<file path="src/rtl/screen_rect_fill.sv">
// Rectangle fill engine: turns one fill command into a clipped raster of pixel writes.
// Define RECT_OUTLINE_EN to enable outline-only fills selected by cmd_outline.
module screen_rect_fill #(
  parameter int unsigned SCREEN_SIZE = 128,
  parameter int unsigned PIXEL_GAP   = 2
) (
  input  logic        clk_main,
  input  logic        rst_n,
  input  logic        enable,
  input  logic        cmd_valid,
  output logic        cmd_ready,
  input  logic [6:0]  cmd_x0,
  input  logic [6:0]  cmd_y0,
  input  logic [7:0]  cmd_w,
  input  logic [7:0]  cmd_h,
  input  logic [15:0] cmd_color,
  input  logic        cmd_outline,
  output logic [6:0]  pixel_addr_x,
  output logic [6:0]  pixel_addr_y,
  output logic        pixel_wr_en,
  output logic [15:0] pixel_wr_data,
  output logic        busy,
  output logic        done
);

  typedef enum logic [2:0] {StIdle, StSetup, StWrite, StGap, StDone} state_e;

  localparam int unsigned GapW = (PIXEL_GAP > 1) ? $clog2(PIXEL_GAP) : 1;
  localparam logic [GapW-1:0] GapLast = GapW'((PIXEL_GAP == 0) ? 0 : PIXEL_GAP - 1);
  localparam logic [8:0] ScreenLim = 9'(SCREEN_SIZE);

  state_e          state_q, state_d;
  logic [6:0]      x_q, x_d, y_q, y_d;
  logic [6:0]      x0_q, y0_q, x_end_q, y_end_q;
  logic [15:0]     color_q;
  logic            empty_q;
  logic [GapW-1:0] gap_q, gap_d;
  logic            accept;
  logic            x_last, y_last, skip_to_end;

  // 9-bit sums so x0+w (up to 382) cannot wrap before clipping.
  logic [8:0] x_sum, y_sum, x_end_full, y_end_full;
  assign x_sum      = {2'b00, cmd_x0} + {1'b0, cmd_w};
  assign y_sum      = {2'b00, cmd_y0} + {1'b0, cmd_h};
  assign x_end_full = ((x_sum > ScreenLim) ? ScreenLim : x_sum) - 9'd1;
  assign y_end_full = ((y_sum > ScreenLim) ? ScreenLim : y_sum) - 9'd1;

  logic unused_end_bits;
  assign unused_end_bits = ^{x_end_full[8:7], y_end_full[8:7]};

  assign x_last = (x_q == x_end_q);
  assign y_last = (y_q == y_end_q);

`ifdef RECT_OUTLINE_EN
  logic outline_q;
  always_ff @(posedge clk_main) begin
    if (!rst_n) begin
      outline_q <= 1'b0;
    end else if (accept) begin
      outline_q <= cmd_outline;
    end
  end
  // Interior rows of an outline only touch the two edge columns.
  assign skip_to_end = outline_q && (x_q == x0_q) && (y_q != y0_q) && !y_last;
`else
  logic unused_outline;
  assign unused_outline = cmd_outline;
  assign skip_to_end    = 1'b0;
`endif

  always_comb begin
    state_d     = state_q;
    x_d         = x_q;
    y_d         = y_q;
    gap_d       = gap_q;
    accept      = 1'b0;
    cmd_ready   = 1'b0;
    pixel_wr_en = 1'b0;
    done        = 1'b0;
    unique case (state_q)
      StIdle: begin
        cmd_ready = rst_n;
        if (cmd_valid) begin
          accept  = 1'b1;
          state_d = StSetup;
        end
      end
      StSetup: begin
        if (enable) begin
          if (empty_q) begin
            state_d = StDone;
          end else begin
            x_d     = x0_q;
            y_d     = y0_q;
            state_d = StWrite;
          end
        end
      end
      StWrite: begin
        if (enable) begin
          pixel_wr_en = 1'b1;
          if (x_last && y_last) begin
            state_d = StDone;
          end else begin
            if (x_last) begin
              x_d = x0_q;
              y_d = y_q + 7'd1;
            end else if (skip_to_end) begin
              x_d = x_end_q;
            end else begin
              x_d = x_q + 7'd1;
            end
            gap_d   = '0;
            state_d = (PIXEL_GAP == 0) ? StWrite : StGap;
          end
        end
      end
      StGap: begin
        if (enable) begin
          if (gap_q == GapLast) begin
            state_d = StWrite;
          end else begin
            gap_d = gap_q + 1'b1;
          end
        end
      end
      StDone: begin
        done    = 1'b1;
        state_d = StIdle;
      end
      default: state_d = StIdle;
    endcase
  end

  always_ff @(posedge clk_main) begin
    if (!rst_n) begin
      state_q <= StIdle;
      x_q     <= '0;
      y_q     <= '0;
      gap_q   <= '0;
      x0_q    <= '0;
      y0_q    <= '0;
      x_end_q <= '0;
      y_end_q <= '0;
      color_q <= '0;
      empty_q <= 1'b0;
    end else begin
      state_q <= state_d;
      x_q     <= x_d;
      y_q     <= y_d;
      gap_q   <= gap_d;
      if (accept) begin
        x0_q    <= cmd_x0;
        y0_q    <= cmd_y0;
        x_end_q <= x_end_full[6:0];
        y_end_q <= y_end_full[6:0];
        color_q <= cmd_color;
        empty_q <= (cmd_w == 8'd0) || (cmd_h == 8'd0);
      end
    end
  end

  assign pixel_addr_x  = x_q;
  assign pixel_addr_y  = y_q;
  assign pixel_wr_data = color_q;
  assign busy          = (state_q != StIdle);

endmodule
</file>
<file path="config.mk">
export PLATFORM = sky130hd
export DESIGN_NAME = screen_rect_fill
export DESIGN_NICKNAME = d
export VERILOG_FILES = /design/src/rtl/screen_rect_fill.sv
export SDC_FILE = /design/constraint.sdc
export NUM_CORES = 1
export LEC_CHECK = 0
export ABC_AREA = 0
export ABC_CLOCK_PERIOD_IN_PS = 9400
export CORE_MARGIN = 1
export CORE_UTILIZATION = 55
export DETAILED_ROUTE_END_ITERATION = 7
export PLACE_DENSITY = 0.86
export SYNTH_ARGS = -nofsm -noshare
export SYNTH_HDL_FRONTEND = slang
export SYNTH_SLANG_ARGS = --single-unit
</file>
<file path="constraint.sdc">
create_clock -name clk_main -period 9.4 [get_ports clk_main]
set_input_delay 0.94 -clock clk_main [delete_from_list [all_inputs] [get_ports clk_main]]
set_output_delay 0.94 -clock clk_main [all_outputs]
set_load 0.1 [all_outputs]
</file>
Yosys cells after proc, flatten, opt, wreduce, memory -nomap -nowiden:

Cells that the tools add are included.

* add/subtract/negate cells: 7
* order comparisons: 2
* equal/unequal tests: 14
* muxes and demuxes: 33
* reductions and logical operators: 12

Operator list (count)
* 7-bit 2-to-1 mux: 12
* 7-bit case mux with 2 select lines: 2
* 3-bit 2-to-1 mux: 7
* 7-bit by 8-bit adder with 9-bit output: 2
* 9-bit by 8-bit > comparator with 1-bit output, second input constant: 2
* 8-bit logical NOT: 2
* 2-bit inequality test, second input constant: 8
* 7-bit by 1-bit adder with 7-bit output, second input constant: 2
* 7-bit equality test: 2
* 7-bit by 1-bit subtractor with 7-bit output, second input constant: 2
* 3-bit case mux with 4 select lines: 1
* 1-bit 2-to-1 mux: 10
* 5-bit AND reduction: 2
* 3-bit by 2-bit equality test with 1-bit output, second input constant: 2
* 6-bit AND reduction: 1
* 4-bit AND reduction: 1
* 2-bit nonzero test: 2
* 3-bit by 1-bit equality test with 1-bit output, second input constant: 1
* 3-bit equality test, second input constant: 1
* 3-bit logical NOT: 1
* 3-bit nonzero test: 1
* 1-bit case mux with 2 select lines: 1
* 1-bit adder, second input constant: 1
* 1-bit logical AND: 1
* 1-bit logical OR: 1

* flip-flop bits (word level): 63
* input bits: 51
* output and inout port bits: 34
* word-level logic and storage cells: 78

Logic depth before layout (Yosys ltp):

Gate-level depths: netlist of run 1.

* depth in word-level cells: 5
* depth in mapped cells: 13
* mapped depth without buffers: 13

Worst setup path after synthesis of run 1:

Ideal clock, no wire load.

* kind: input -> register
* from: input port cmd_x0[0]
* to: register x_end_q[6]
* arrival time: 3.787 ns
* required time: 9.326 ns
* setup slack: 5.539 ns
* stages on the path: 13
* buffers on the path: 0
* cells stage by stage: ha_1 > fa_1 > a211oi_2 > nor2_1 > xor2_1 > or4_4 > o31ai_4 > nand2_1 > ha_1 > nand2_1 > nor4_1 > or3_1 > a31oi_1

* word-level cells in the longest chain between the ends: 4

RTL lines
* start, declared: RTL line 12 `input logic [6:0] cmd_x0,`
* 7-bit by 8-bit adder with 9-bit output *: RTL line 43 `assign x_sum = {2'b00, cmd_x0} + {1'b0, cmd_w};`
* 9-bit by 8-bit > comparator with 1-bit output: RTL line 45 `assign x_end_full = ((x_sum > ScreenLim) ? ScreenLim : x_sum) - 9'd1;`
* 7-bit 2-to-1 mux *: RTL line 45
* 7-bit by 1-bit subtractor with 7-bit output *: RTL line 45
* end signal, assigned: RTL line 155 `x_end_q <= x_end_full[6:0];`
* end, declared: RTL line 34 `logic [6:0] x0_q, y0_q, x_end_q, y_end_q;`

Mark *: on every way between the ends. The rest lies on a longest branch, timed or not.
A chain may end at the register's enable or synchronous reset.

Worst setup path in the final report of run 1:

Ends and elaborated chain as after synthesis.

==> results.py, run 1 <==
metrics = {
    "detailed_routing": {
        "detailroute.via_count": 3981,
        "ant_nets": 0,
        "dr.pass1.iters": 5,
        "wl_um": 10300,
        "vias_per_cell": 5.92,
        "drc": 0,
        "first_iter_violations": 241,
        "post_drt_wl_per_cell_um": 15.4,
    },
    "critical_path": {
        "cp.required_ns": 9.68,
        "worstRegToRegCells": 6,
        "critPathLaunchType": "primary input",
        "cp-end-kind": "flip-flop",
        "path_class": "primary input to flip-flop",
        "arrival_ns": 4.52,
        "worst-path-max-fanout": 6,
    },
    "cells_and_area": {
        "final_core_util_pct": 73.2,
        "areaGrowthSynthToFinish_pct": 28.9,
        "final_area_um2": 4970,
        "diodes": 0,
        "num-fill-cells": 542,
        "drive_above_1_share_pct": 5.73,
        "nets": 642,
    },
    "place": {
        "io_buffers": 83,
        "dp_hpwl_um": 7550,
        "place_ws_ns": 4.84,
        "gp_congestion": 0.861,
        "place_area_um2": 4750,
    },
    "grt": {
        "grt_first_pass_wirelength_um": 16700,
        "grt_max_degree": 44,
        "gr-total-overflow": 0,
        "grt_antenna_before_repair": 0,
        "grt_util_all_layers_pct": 28.4,
        "grt_pass1_vias": 3586,
    },
    "hold_path": {
        "min_path_type": "flip-flop to flip-flop",
        "whs_path_depth": 2,
    },
    "yosys": {
        "synth_flop_cell": "dfxtp_1",
        "ys_ff_latch": 63,
        "synth_edf_count": 0,
        "synthArstFlopShare_pct": 0,
        "syn_nets": 568,
        "syn_inst": 497,
        "ys_seq_area_share_pct": 32.7,
        "yosysWarnings": 0,
        "synth_area_um2": 3860,
        "avgSynthCellArea_um2": 7.76,
        "yosysUniqueCellTypes": 62,
    },
    "power": {
        "power_density_nw_per_um2": 255,
        "p_leak_uw": 0.00186,
        "ir_drop_uv": 104,
    },
    "job": {
        "drv_cap": 0,
    },
    "timing": {
        "layout_min_cycle_time_ns": 4.24,
        "period_share_pct": 45.2,
        "tns_ns": 0,
        "drv_slew": 0,
        "setup_viol": 0,
        "holdWs_ns": 0.454,
        "fin_ws_ns": 5.16,
        "tightest_slew_ns": 1.02,
        "slew_headroom_pct": 31.8,
        "hold_violations": 0,
        "rsz0062_at_grt": "false",
        "finClkSkew_ns": 0.00866,
        "max_freq_ghz": 0.236,
    },
    "cts": {
        "hold_buffers": 0,
        "cts.sinks": 63,
        "cts_root_buf": "clkbuf_8",
        "htreeDepth": 3,
        "cts_buffers": 9,
        "postCtsSetupBuffers": 0,
        "cts_resized": 0,
        "clkTransAtPathRegs_ns": 0.07,
        "insertion_delay_ns": 0.35,
        "cts_tree": "built",
        "clk_path_buf_depth": 2,
    },
    "die": {
        "initial_core_util_pct": 56.8,
        "die_w_um": 85.7,
        "ios": 85,
        "die_y_um": 85.7,
        "dieArea_um2": 7350,
        "rows": 30,
        "design.core.area_um2": 6790,
    },
    "outcome": {
        "status": "finished clean",
    },
}
==> Yosys cell counts, drive strengths merged, types with 5 or more instances <==
library cell | number | share of area (%)
clkbuf | 24 | 2.3
nand4 | 6 | 0.97
dfxtp | 63 | 33
a21oi | 48 | 6.2
o31ai | 10 | 2.3
a21o | 5 | 1.0
nor2 | 30 | 2.9
mux2i | 7 | 1.8
nor3 | 8 | 1.0
nor4 | 8 | 1.3
o21a | 5 | 0.97
ha | 18 | 5.8
o21ai | 35 | 4.5
o311ai | 11 | 2.5
nor2b | 6 | 0.97
and3 | 5 | 0.84
nand3 | 9 | 1.2
nand2 | 103 | 10
xnor2 | 22 | 5.0
a211oi | 12 | 2.5
a31oi | 8 | 1.3
==> where the power goes <==
part	internal [uW]	switching, uW	leakage [uW]
clock network	150	113	0.000114
registers	324	53.8	0.000516
logic	193	433	0.00123
==> cell families after synthesis <==
family | count (synthesis) | synth area share, %
muxes | 8 | 2.11
xor gates and xnor gates | 26 | 5.90
AOI/OAI and AO/OA | 155 | 26.2
adders and majority gates | 20 | 6.88
and+or+nand+nor | 196 | 23.3
buffers and inverters | 29 | 2.85
DFF | 63 | 32.7
==> cell type report <==
class                      instances  area, um2  share of cell area, %
clock buffer                       9        124                   2.49
clock inverter                     7       96.3                   1.94
inverter                           4       15.0                  0.302
multi-input combinational        405       2490                   50.0
sequential                        63       1260                   25.4
tap                               96        120                   2.42
timing repair buffer              88        868                   17.5
==> cells in the final DEF (no fill, tap or decap), types with 2 or more instances in the layout <==
cell type	instances
o21ai_0	34
a211oi_1	11
and3_1	4
ha_1	18
nand3_1	9
nand3b_1	3
fa_1	2
nand4_1	6
o31a_1	3
bufinv_16	2
dfxtp_1	63
nor3_1	8
nor2_1	30
o31ai_1	9
clkinv_4	2
nand2b_1	3
nor4_1	8
a21o_1	4
xnor2_1	22
nand2_1	103
a31oi_1	8
buf_4	5
or3_1	3
clkdlybuf4s50_1	83
o311ai_0	10
o21a_1	5
clkbuf_8	9
xor2_1	4
inv_1	3
a21oi_1	48
and2_1	2
nor2b_1	6
o221ai_1	2
nor3b_1	3
mux2i_1	7
a2111oi_0	2
clkinv_2	2
==> state kept, by name, summed over array words and instances (netlist names) <==
signal / count
pixel_wr_data: 16
pixel_addr_x: 7
pixel_addr_y: 7
x0_q: 7
x_end_q: 7
y0_q: 7
y_end_q: 7
state_q: 3
empty_q: 1
gap_q: 1
==> worst paths after layout <==
| check | startpoint | endpoint | slack (ns) |
|---|---|---|---|
| worst max register to register | pixel_addr_x[0]$_SDFFE_PN0P_ | pixel_addr_x[0]$_SDFFE_PN0P_ | 6.69 |
| worst min-delay path | pixel_wr_data[14]$_SDFFE_PN0P_ | pixel_wr_data[14]$_SDFFE_PN0P_ | 0.45 |
| worst min register to register | pixel_wr_data[14]$_SDFFE_PN0P_ | pixel_wr_data[14]$_SDFFE_PN0P_ | 0.45 |
| worst max-delay path | cmd_x0[0] | x_end_q[6]$_SDFFE_PN0P_ | 5.16 |
==> worst max-delay path, stage by stage <==
cell and delay, ns:
clkdlybuf4s50_1 0.43, ha_1 0.24, fa_1 0.41, a211oi_2 0.28, nor2_1 0.10, xor2_1 0.21
or4_4 0.55, o31ai_4 0.34, nand2_1 0.11, ha_1 0.27, nand2_1 0.10, nor4_1 0.06
or3_1 0.33, a31oi_1 0.15
==> per-layer routing <==
metal	routed length (um)	GRT usage [%]	vias to the layer above
met2	4930	46.7	138
met3	525	4.43	25
li1	-	-	1962
met4	180	9.24	0
met5	0	0	-
met1	4700	38.4	1856
==> through the flow <==
| step | power, uW | cells |
|---|---|---|
| final | 1270 | 672 |
| after global routing | 1330 | 672 |
| after CTS | 1260 | 672 |
| after detailed placement | 1000 | 656 |
| after global placement | 982 | 656 |
| after floorplan | 849 | 497 |
(Power assumes the default switching activity.)
==> inputs of run 2 (changes only) <==
- ABC_CLOCK_PERIOD_IN_PS: 9400 -> 3700
- CORE_UTILIZATION: 55 -> 46
- PLACE_DENSITY: 0.86 -> 0.77
- clock period: 9.4 -> 3.7 ns (I/O delays scaled with it)
==> run 2 against run 1 <==
Cell count rose by 3.6%. Global-route usage fell by 5.2 points. Clock skew fell by 0.0030 ns. Register-to-register slack got worse by 5.6 ns. Largest power group unchanged. Non-clock buffer count rose by 15. Worst hold slack got worse by 0.00083 ns.
==> results.py, run 2 (synthesis results as in run 1) <==
metrics = {
    "cells_and_area": {
        "diodes": 0,
        "final_cells": 696,
        "num-fill-cells": 716,
        "seq_area_um2": 1260,
        "layout_commonest_cell": "nand2_1",
        "most-common-layout-cells": "nand2_1, clkdlybuf4s50_1, dfxtp_1, a21oi_1, o21ai_0",
        "drive_above_1_share_pct": 8.63,
        "areaGrowthSynthToFinish_pct": 32.3,
        "multi_input_area_um2": 2490,
        "nets": 657,
        "largest_register_ffs": 16,
    },
    "place": {
        "io_buffers": 83,
        "gp_congestion": 0.837,
        "dp_hpwl_um": 7440,
        "placedCellCount": 680,
    },
    "timing": {
        "slew_headroom_pct": 33.1,
        "rsz0062_at_grt": "false",
        "max_freq_ghz": 0.289,
        "tightest_slew_ns": 1.00,
        "holdWs_ns": 0.453,
        "period_share_pct": 93.6,
        "drv_slew": 0,
        "layout_min_cycle_time_ns": 3.46,
        "hold_violations": 0,
        "setup_viol": 0,
        "finClkSkew_ns": 0.00568,
    },
    "critical_path": {
        "crit_buf_inv": 1,
        "worst_path_max_delay_cell": "or4_4",
        "cp.required_ns": 3.95,
        "arrival_ns": 3.72,
        "path_class": "primary input to flip-flop",
        "cp-end-kind": "flip-flop",
        "worstRegToRegCells": 6,
        "critPathMaxStageDelay_ns": 0.52,
        "r2r_slack_ns": 1.12,
        "reg2reg_to": "pixel_addr_x[0]$_SDFFE_PN0P_",
        "critPathLaunchType": "primary input",
        "critical_path.top_delay_family": "simple AND/OR/NAND/NOR gates",
        "cp_cell_sequence": "clkdlybuf4s50_1 > ha_1 > fa_1 > a211oi_2 > nor2_1 > xor2_1 > or4_4 > o31ai_4 > nand2_1 > ha_1 > nand2_1 > nor4_1 > or3_1 > a31oi_1",
        "crit_start": "cmd_x0[0]",
        "r2r_start": "pixel_addr_x[2]$_SDFFE_PN0P_",
        "worstSetupPathDepth": 14,
        "crit_end": "x_end_q[6]$_SDFFE_PN0P_",
        "worst-path-max-fanout": 3,
    },
    "cts": {
        "clkTransAtPathRegs_ns": 0.07,
        "cts_root_buf": "clkbuf_8",
        "cts_tree": "built",
        "insertion_delay_ns": 0.34,
        "postCtsSetupBuffers": 0,
        "hold_buffers": 0,
        "cts_buffers": 9,
        "cts.sinks": 63,
        "clk_path_buf_depth": 2,
        "htreeDepth": 3,
        "cts_resized": 0,
    },
    "power": {
        "ir_drop_uv": 355,
        "power_density_nw_per_um2": 633,
        "p_leak_uw": 0.00194,
    },
    "detailed_routing": {
        "vias_per_cell": 5.57,
        "post_drt_wl_per_cell_um": 14.5,
        "first_iter_violations": 174,
        "drc": 0,
        "ant_nets": 0,
        "dr.pass1.iters": 4,
        "wl_um": 10100,
        "detailroute.via_count": 3877,
    },
    "grt": {
        "grt_util_all_layers_pct": 23.2,
        "grt_first_pass_wirelength_um": 16300,
        "grt_pass1_vias": 3414,
        "grt_antenna_before_repair": 0,
        "grt_max_degree": 44,
        "gr-total-overflow": 0,
    },
    "die": {
        "initial_core_util_pct": 47.2,
        "die_w_um": 93.6,
        "ios": 85,
        "design.core.area_um2": 8180,
        "dieArea_um2": 8760,
        "rows": 33,
        "die_y_um": 93.6,
    },
    "job": {
        "drv_cap": 0,
    },
    "hold_path": {
        "whs_path_depth": 2,
        "min_path_type": "flip-flop to flip-flop",
    },
    "outcome": {
        "status": "finished clean",
    },
}
## run 2: worst min path at each step
| stage | slack (ns) | start | end |
|---|---|---|---|
| 4_1_cts | 0.46 | pixel_wr_data[10]$_SDFFE_PN0P_ | pixel_wr_data[10]$_SDFFE_PN0P_ |
| 3_5_place_dp | 0.45 | pixel_wr_data[10]$_SDFFE_PN0P_ | pixel_wr_data[10]$_SDFFE_PN0P_ |
| 3_3_place_gp | 0.44 | pixel_wr_data[12]$_SDFFE_PN0P_ | pixel_wr_data[12]$_SDFFE_PN0P_ |
| 6_report | 0.45 | pixel_wr_data[10]$_SDFFE_PN0P_ | pixel_wr_data[10]$_SDFFE_PN0P_ |
| 2_1_floorplan | 0.44 | x0_q[1]$_SDFFE_PN0P_ | x0_q[1]$_SDFFE_PN0P_ |
| 5_1_grt | 0.47 | y0_q[0]$_SDFFE_PN0P_ | y0_q[0]$_SDFFE_PN0P_ |
## run 2: where the power goes
group	total (uW)	switching [uW]	internal (uW)
Combinational	1610	1090	523
Sequential	956	134	823
Clock	662	267	395
## run 2: layout make-up
cell class,instances,share of cell area [%]
multi-input combinational,405,48.7
sequential,63,24.7
tap,105,2.57
clock inverter,6,1.64
timing repair buffer,103,19.4
clock buffer,10,2.70
inverter,4,0.294
## run 2: layer usage
metal  wire length [um]  GRT usage [%]
met5                  0              0
met4                146           6.79
met3                414           3.41
met2               4730           36.9
met1               4770           32.4
## run 2: metrics by stage
step	util [%]	setup TNS, ns	area, um2	power (uW)	setup slack (ns)
floorplan	-	0	3860	2160	0.409
detailed placement	59.7	-0.0894	4880	2580	-0.0894
global placement	59.7	0	4880	2540	0.0104
global route	62.4	0	5100	3420	0.0875
finish	62.4	0	5100	3230	0.236
CTS	62.4	0	5100	3240	0.269
## run 2: worst register-to-register path, delay by kind of cell, from the launching register on
kind | cells | cell delay [ns]
AO/OA/AOI/OAI | 2 | 0.82
flip-flops | 1 | 0.46
XOR/XNOR | 1 | 0.15
AND/OR/NAND/NOR | 3 | 1.04
